File: config.mk
export PLATFORM = sky130hd
export DESIGN_NAME = buffer_reader
export DESIGN_NICKNAME = d
export VERILOG_FILES = /design/src/rtl/buffer_pkg.sv /design/src/rtl/sample_pacer.sv /design/src/rtl/buffer_reader.sv
export SDC_FILE = /design/constraint.sdc
export NUM_CORES = 1
export LEC_CHECK = 0
export BUFFER_PORTS_ARGS = -buffer_cell sky130_fd_sc_hd__buf_2
export CORE_ASPECT_RATIO = 1.75
export CORE_MARGIN = 2
export CORE_UTILIZATION = 34
export DETAILED_ROUTE_END_ITERATION = 8
export HOLD_SLACK_MARGIN = 0.08
export PLACE_DENSITY = 0.61
export RECOVER_POWER = 100
export SLEW_MARGIN = 30
export SYNTH_ARGS = -nofsm -noshare
export SYNTH_HDL_FRONTEND = slang
export SYNTH_HIERARCHICAL = 1
export SYNTH_SLANG_ARGS = --single-unit
File: constraint.sdc
create_clock -name clk -period 4.8 [get_ports clk]
set_input_delay 0.72 -clock clk [delete_from_list [all_inputs] [get_ports clk]]
set_output_delay 0.72 -clock clk [all_outputs]
set_load 0.03 [all_outputs]
File: src/rtl/buffer_pkg.sv
// ============================================================================
// buffer_pkg: shared widths and reader state encoding for the sample buffer
// Rev 1.0
// ============================================================================
`default_nettype none

package buffer_pkg;

    localparam int DATA_W = 12;
    localparam int ADDR_W = 10;

    typedef enum logic [2:0] {
        IDLE      = 3'd0,
        SWAP      = 3'd1,
        WAIT_TICK = 3'd2,
        FETCH     = 3'd3,
        LATCH     = 3'd4,
        HOLD      = 3'd5
    } reader_state_t;

endpackage

`default_nettype wire

File: src/rtl/sample_pacer.sv
// ============================================================================
// sample_pacer: free-running 0..SAMPLE_DIV-1 counter, tick on the last count
// Rev 1.0
// ============================================================================
`default_nettype none

module sample_pacer #(
    parameter int SAMPLE_DIV = 16
) (
    input  logic clk,
    input  logic rst,
    output logic tick
);

    localparam int                 c_cnt_w = (SAMPLE_DIV > 1) ? $clog2(SAMPLE_DIV) : 1;
    localparam logic [c_cnt_w-1:0] c_last  = c_cnt_w'(SAMPLE_DIV - 1);

    logic [c_cnt_w-1:0] r_count;

    always_ff @(posedge clk or negedge rst) begin
        if (!rst) begin
            r_count <= '0;
        end else if (r_count == c_last) begin
            r_count <= '0;
        end else begin
            r_count <= r_count + 1'b1;
        end
    end

    assign tick = (r_count == c_last);

endmodule

`default_nettype wire

File: src/rtl/buffer_reader.sv
// ============================================================================
// buffer_reader: paced scan-out of the front bank with frame-boundary swap
// Rev 1.0
// ============================================================================
`default_nettype none

module buffer_reader #(
    parameter int DATA_W     = buffer_pkg::DATA_W,
    parameter int ADDR_W     = buffer_pkg::ADDR_W,
    parameter int RAM_DEPTH  = 1024,
    parameter int SAMPLE_DIV = 16
) (
    input  logic              clk,
    input  logic              rst,
    input  logic              frame_ready,
    output logic              en,
    output logic              swap_en,
    output logic [ADDR_W-1:0] addr,
    input  logic [DATA_W-1:0] rd_data,
    output logic [DATA_W-1:0] sample,
    output logic              sample_valid,
    input  logic              sample_ready,
    output logic              frame_done,
    output logic              overrun
);

    import buffer_pkg::*;

    localparam logic [ADDR_W-1:0] c_last_addr = ADDR_W'(RAM_DEPTH - 1);

    reader_state_t     r_state;
    reader_state_t     w_state_nxt;
    logic              r_pending;
    logic              r_overrun;
    logic              r_valid;
    logic [ADDR_W-1:0] r_addr;
    logic [DATA_W-1:0] r_sample;
    logic              w_tick;
    logic              w_accept;
    logic              w_last;

    sample_pacer #(
        .SAMPLE_DIV (SAMPLE_DIV)
    ) u_pacer (
        .clk  (clk),
        .rst  (rst),
        .tick (w_tick)
    );

    assign w_accept = (r_state == HOLD) && r_valid && sample_ready;
    assign w_last   = (r_addr == c_last_addr);

    always_ff @(posedge clk or negedge rst) begin
        if (!rst) begin
            r_state <= IDLE;
        end else begin
            r_state <= w_state_nxt;
        end
    end

    always_comb begin
        w_state_nxt = r_state;
        en          = 1'b0;
        swap_en     = 1'b0;
        frame_done  = 1'b0;
        case (r_state)
            IDLE: begin
                if (r_pending) begin
                    w_state_nxt = SWAP;
                end
            end
            SWAP: begin
                en          = 1'b1;
                swap_en     = 1'b1;
                w_state_nxt = WAIT_TICK;
            end
            WAIT_TICK: begin
                if (w_tick) begin
                    w_state_nxt = FETCH;
                end
            end
            FETCH: begin
                en          = 1'b1;
                w_state_nxt = LATCH;
            end
            LATCH: begin
                w_state_nxt = HOLD;
            end
            HOLD: begin
                if (w_accept) begin
                    frame_done  = w_last;
                    // Without a pending bank the same front bank is replayed.
                    w_state_nxt = (w_last && r_pending) ? SWAP : WAIT_TICK;
                end
            end
            default: begin
                w_state_nxt = IDLE;
            end
        endcase
    end

    always_ff @(posedge clk or negedge rst) begin
        if (!rst) begin
            r_addr   <= '0;
            r_sample <= '0;
            r_valid  <= 1'b0;
        end else begin
            case (r_state)
                SWAP: begin
                    r_addr <= '0;
                end
                LATCH: begin
                    r_sample <= rd_data;
                    r_valid  <= 1'b1;
                end
                HOLD: begin
                    if (w_accept) begin
                        r_valid <= 1'b0;
                        r_addr  <= w_last ? '0 : r_addr + 1'b1;
                    end
                end
                default: begin
                end
            endcase
        end
    end

    // A frame_ready landing on the swap cycle re-arms pending for the next frame.
    always_ff @(posedge clk or negedge rst) begin
        if (!rst) begin
            r_pending <= 1'b0;
            r_overrun <= 1'b0;
        end else begin
            if (frame_ready) begin
                r_pending <= 1'b1;
            end else if (swap_en) begin
                r_pending <= 1'b0;
            end
            if (frame_ready && r_pending && !swap_en) begin
                r_overrun <= 1'b1;
            end
        end
    end

    assign addr         = r_addr;
    assign sample       = r_sample;
    assign sample_valid = r_valid;
    assign overrun      = r_overrun;

endmodule

`default_nettype wire
==> run_results.csv <==
group,metric,value,unit
routing,met3_length,209,um
critical_path,crit_fanout,8,
die,die_area,5120,sq um
finish,finish.utilization,0.418,
place,hpwlAfterDp,2.49,mm
sta,setup_viol,0,
logic_synthesis,ys_types,48,
grt,grt_first_pass_wirelength,5.67,mm
finish,syn2layout_area_growth,19.1,%
pwr,irDropWorstVdd,361,uV
logic_synthesis,synth_flop_cell,"dfrtp_1",
logic_synthesis,synthesis.instances,131,
finish,final_nets,194,
min_path,min_path_type,"reg -> reg",
logic_synthesis,yosysMostFrequentCell,"dfrtp_1",
die,rows,32,
grt,grt_pass1_vias,1228,
place,finalWeightedCongestion,0.842,
logic_synthesis,ys.warnings.count,6,
cts,tritoncts,"done",
routing,top_layer,"met4",
sta,fin_ws,2.19,ns
die,coreArea,4400,sq um
logic_synthesis,synth_edf_count,0,
cts,postCtsHoldBufs,0,
place,post-place-ws,2.61,ns
logic_synthesis,synth.cells.most_frequent,"dfrtp_1, mux2_1, nor2_1, nand2_1, nand3_1",
routing,drc,0,
place,portBuffers,42,
sta,timing.slew.headroom,-0.118,
grt,grtUsageTotal,0.154,
sta,max_freq,383,MHz
place,placed_area,1780,sq um
cts,post-cts-setup-buffers,0,
run_status,status,"complete, but fails checks",
sta,tightest_slew,1.68,ns
finish,final_area,1840,sq um
sta,period_share,0.544,
die,fp.dieH,93.2,um
sta,fin_tns_setup,0,ns
critical_path,critical_path.startpoint_type,"register",
cts,path_clk_slew,0.07,ns
critical_path,crit_arrival,2.78,ns
run_status,violations,"capacitance limit, slew limit",
logic_synthesis,async_reset_ff_frac,1.00,
cts,cts_resized,0,
die,io_pins,43,
run,cap_violations,1,
pwr,leakage,0.815,nW
routing,drt-total-wl,3.26,mm
sta,rsz0062_at_grt,"false",
die,start_util,0.351,
cts,h-tree-depth,2,
logic_synthesis,synth_area_leaders,"dfrtp_1, mux2_1, mux2_2",
sta,hold_viol,0,
logic_synthesis,syn_area,1550,sq um
routing,met2_length,1.68,mm
routing,drtIter0Drc,21,
cts,clk_latency,0.28,ns
pwr,p_per_area,586,nW/um^2
sta,slew_viol_final,33,
logic_synthesis,synth_top_area_frac,0.518,
logic_synthesis,synth_area_leader_cell,"dfrtp_1",
routing,wl_per_cell,14.3,um
cts,cts_inserted_buffers,5,
routing,vias_per_cell,5.25,
cts,clock_sinks,32,
cts,cts_buffer_depth,2,
critical_path,endpoint_kind,"register",
cts,clockRootBuffer,"clkbuf_8",
die,fp.dieW,55.0,um
critical_path,critPathKind,"reg -> reg",
logic_synthesis,avgSynthCellArea,11.8,sq um
grt,grt_max_degree,33,
critical_path,critPathRequiredTime,4.97,ns
sta,skew,0.0103,ns
sta,fin_crit,2.61,ns
routing,route.vias.total,1197,
pwr,finalPower,1.08,mW
grt,grt_overflow_total,0,
logic_synthesis,syn_nets,149,
routing,drt_first_pass_iters,4,
critical_path,critPathLaunch,"addr[0]",
logic_synthesis,synth_seq_cells,32,
routing,met1_length,1.26,mm
critical_path,r2r_start,"addr[0]",
finish,antenna_cells,0,
min_path,min_from,"overrun",
grt,antenna_found_initial,0,
finish,drive_gt1_frac,0.186,
routing,ant_nets,0,
logic_synthesis,ys_seq_area_frac,0.518,
==> path summary, 6_finish.rpt <==
path | to | slack, ns | cells after the start
max | addr[7] | 2.19 | 5
min | overrun | 0.47 | 1
max reg2reg | addr[7] | 2.19 | 5
min reg2reg | overrun | 0.47 | 1
max in group asynchronous | sample[6] | 2.96 | 1
min in group asynchronous | r_state[0] | 0.86 | 1
==> per-layer routing <==
metal	vias to the layer above	GRT usage
met4	0	0.0874
met5	-	0
met1	576	0.186
li1	575	-
met3	9	0.0511
met2	37	0.233
==> report_power, final <==
group          switching (mW)  internal, mW
clock network          0.0969         0.183
logic                   0.259         0.125
registers              0.0683         0.347
total                   0.424         0.655
==> registers in the layout, indices dropped and copies added (netlist names) <==
register / flops
r_pending: 1
sample_valid: 1
u_pacer/r_count: 4
addr: 10
r_state: 3
sample: 12
overrun: 1
==> critical path, stage by stage (launching register included) <==
cell	delay [ns]
dfrtp_1	0.41
ha_1	0.23
nand3_1	0.16
o311ai_0	1.17
o21ai_0	0.25
a22o_1	0.29
==> cell type report <==
cell class                      count  area, sq um
Timing Repair Buffer               42          174
Sequential cell                    32          801
Multi-Input combinational cell     92          666
Inverter                            3         11.3
Clock inverter                      1         30.0
Tap cell                           51         63.8
Fill cell                         460         2560
Clock buffer                        7         96.3
==> layout by cell type, fill, tap and decap left out, types with 2 or more instances in the layout <==
| cell | count |
|---|---|
| nand3_1 | 5 |
| o41ai_1 | 2 |
| clkbuf_8 | 7 |
| a21oi_1 | 2 |
| ha_1 | 2 |
| nor2_1 | 9 |
| dfrtp_1 | 32 |
| nand2_1 | 7 |
| and2b_1 | 2 |
| and3_1 | 2 |
| mux2_2 | 4 |
| nor2b_1 | 3 |
| nor3_1 | 2 |
| xnor2_1 | 2 |
| a21o_1 | 4 |
| nand4_1 | 3 |
| a22o_1 | 3 |
| and3_2 | 2 |
| clkbuf_1 | 29 |
| buf_2 | 13 |
| o21ai_0 | 7 |
| mux2_1 | 9 |
| inv_1 | 3 |
==> stage by stage <==
stage	hold slack (ns)	cells
2_1_floorplan	0.424	131
4_1_cts	0.473	228
5_1_grt	0.484	228
3_5_place_dp	0.460	220
6_report	0.471	228
3_3_place_gp	0.447	220
==> cell families after synthesis <==
kind of cell               share of synthesized area
and+or+nand+nor                                0.180
DFF                                            0.518
AOI/OAI and AO/OA                              0.142
muxes                                         0.0947
buffers and inverters                         0.0315
xor gates and xnor gates                      0.0170
adders and majority gates                     0.0162
(Power assumes the default switching activity.)
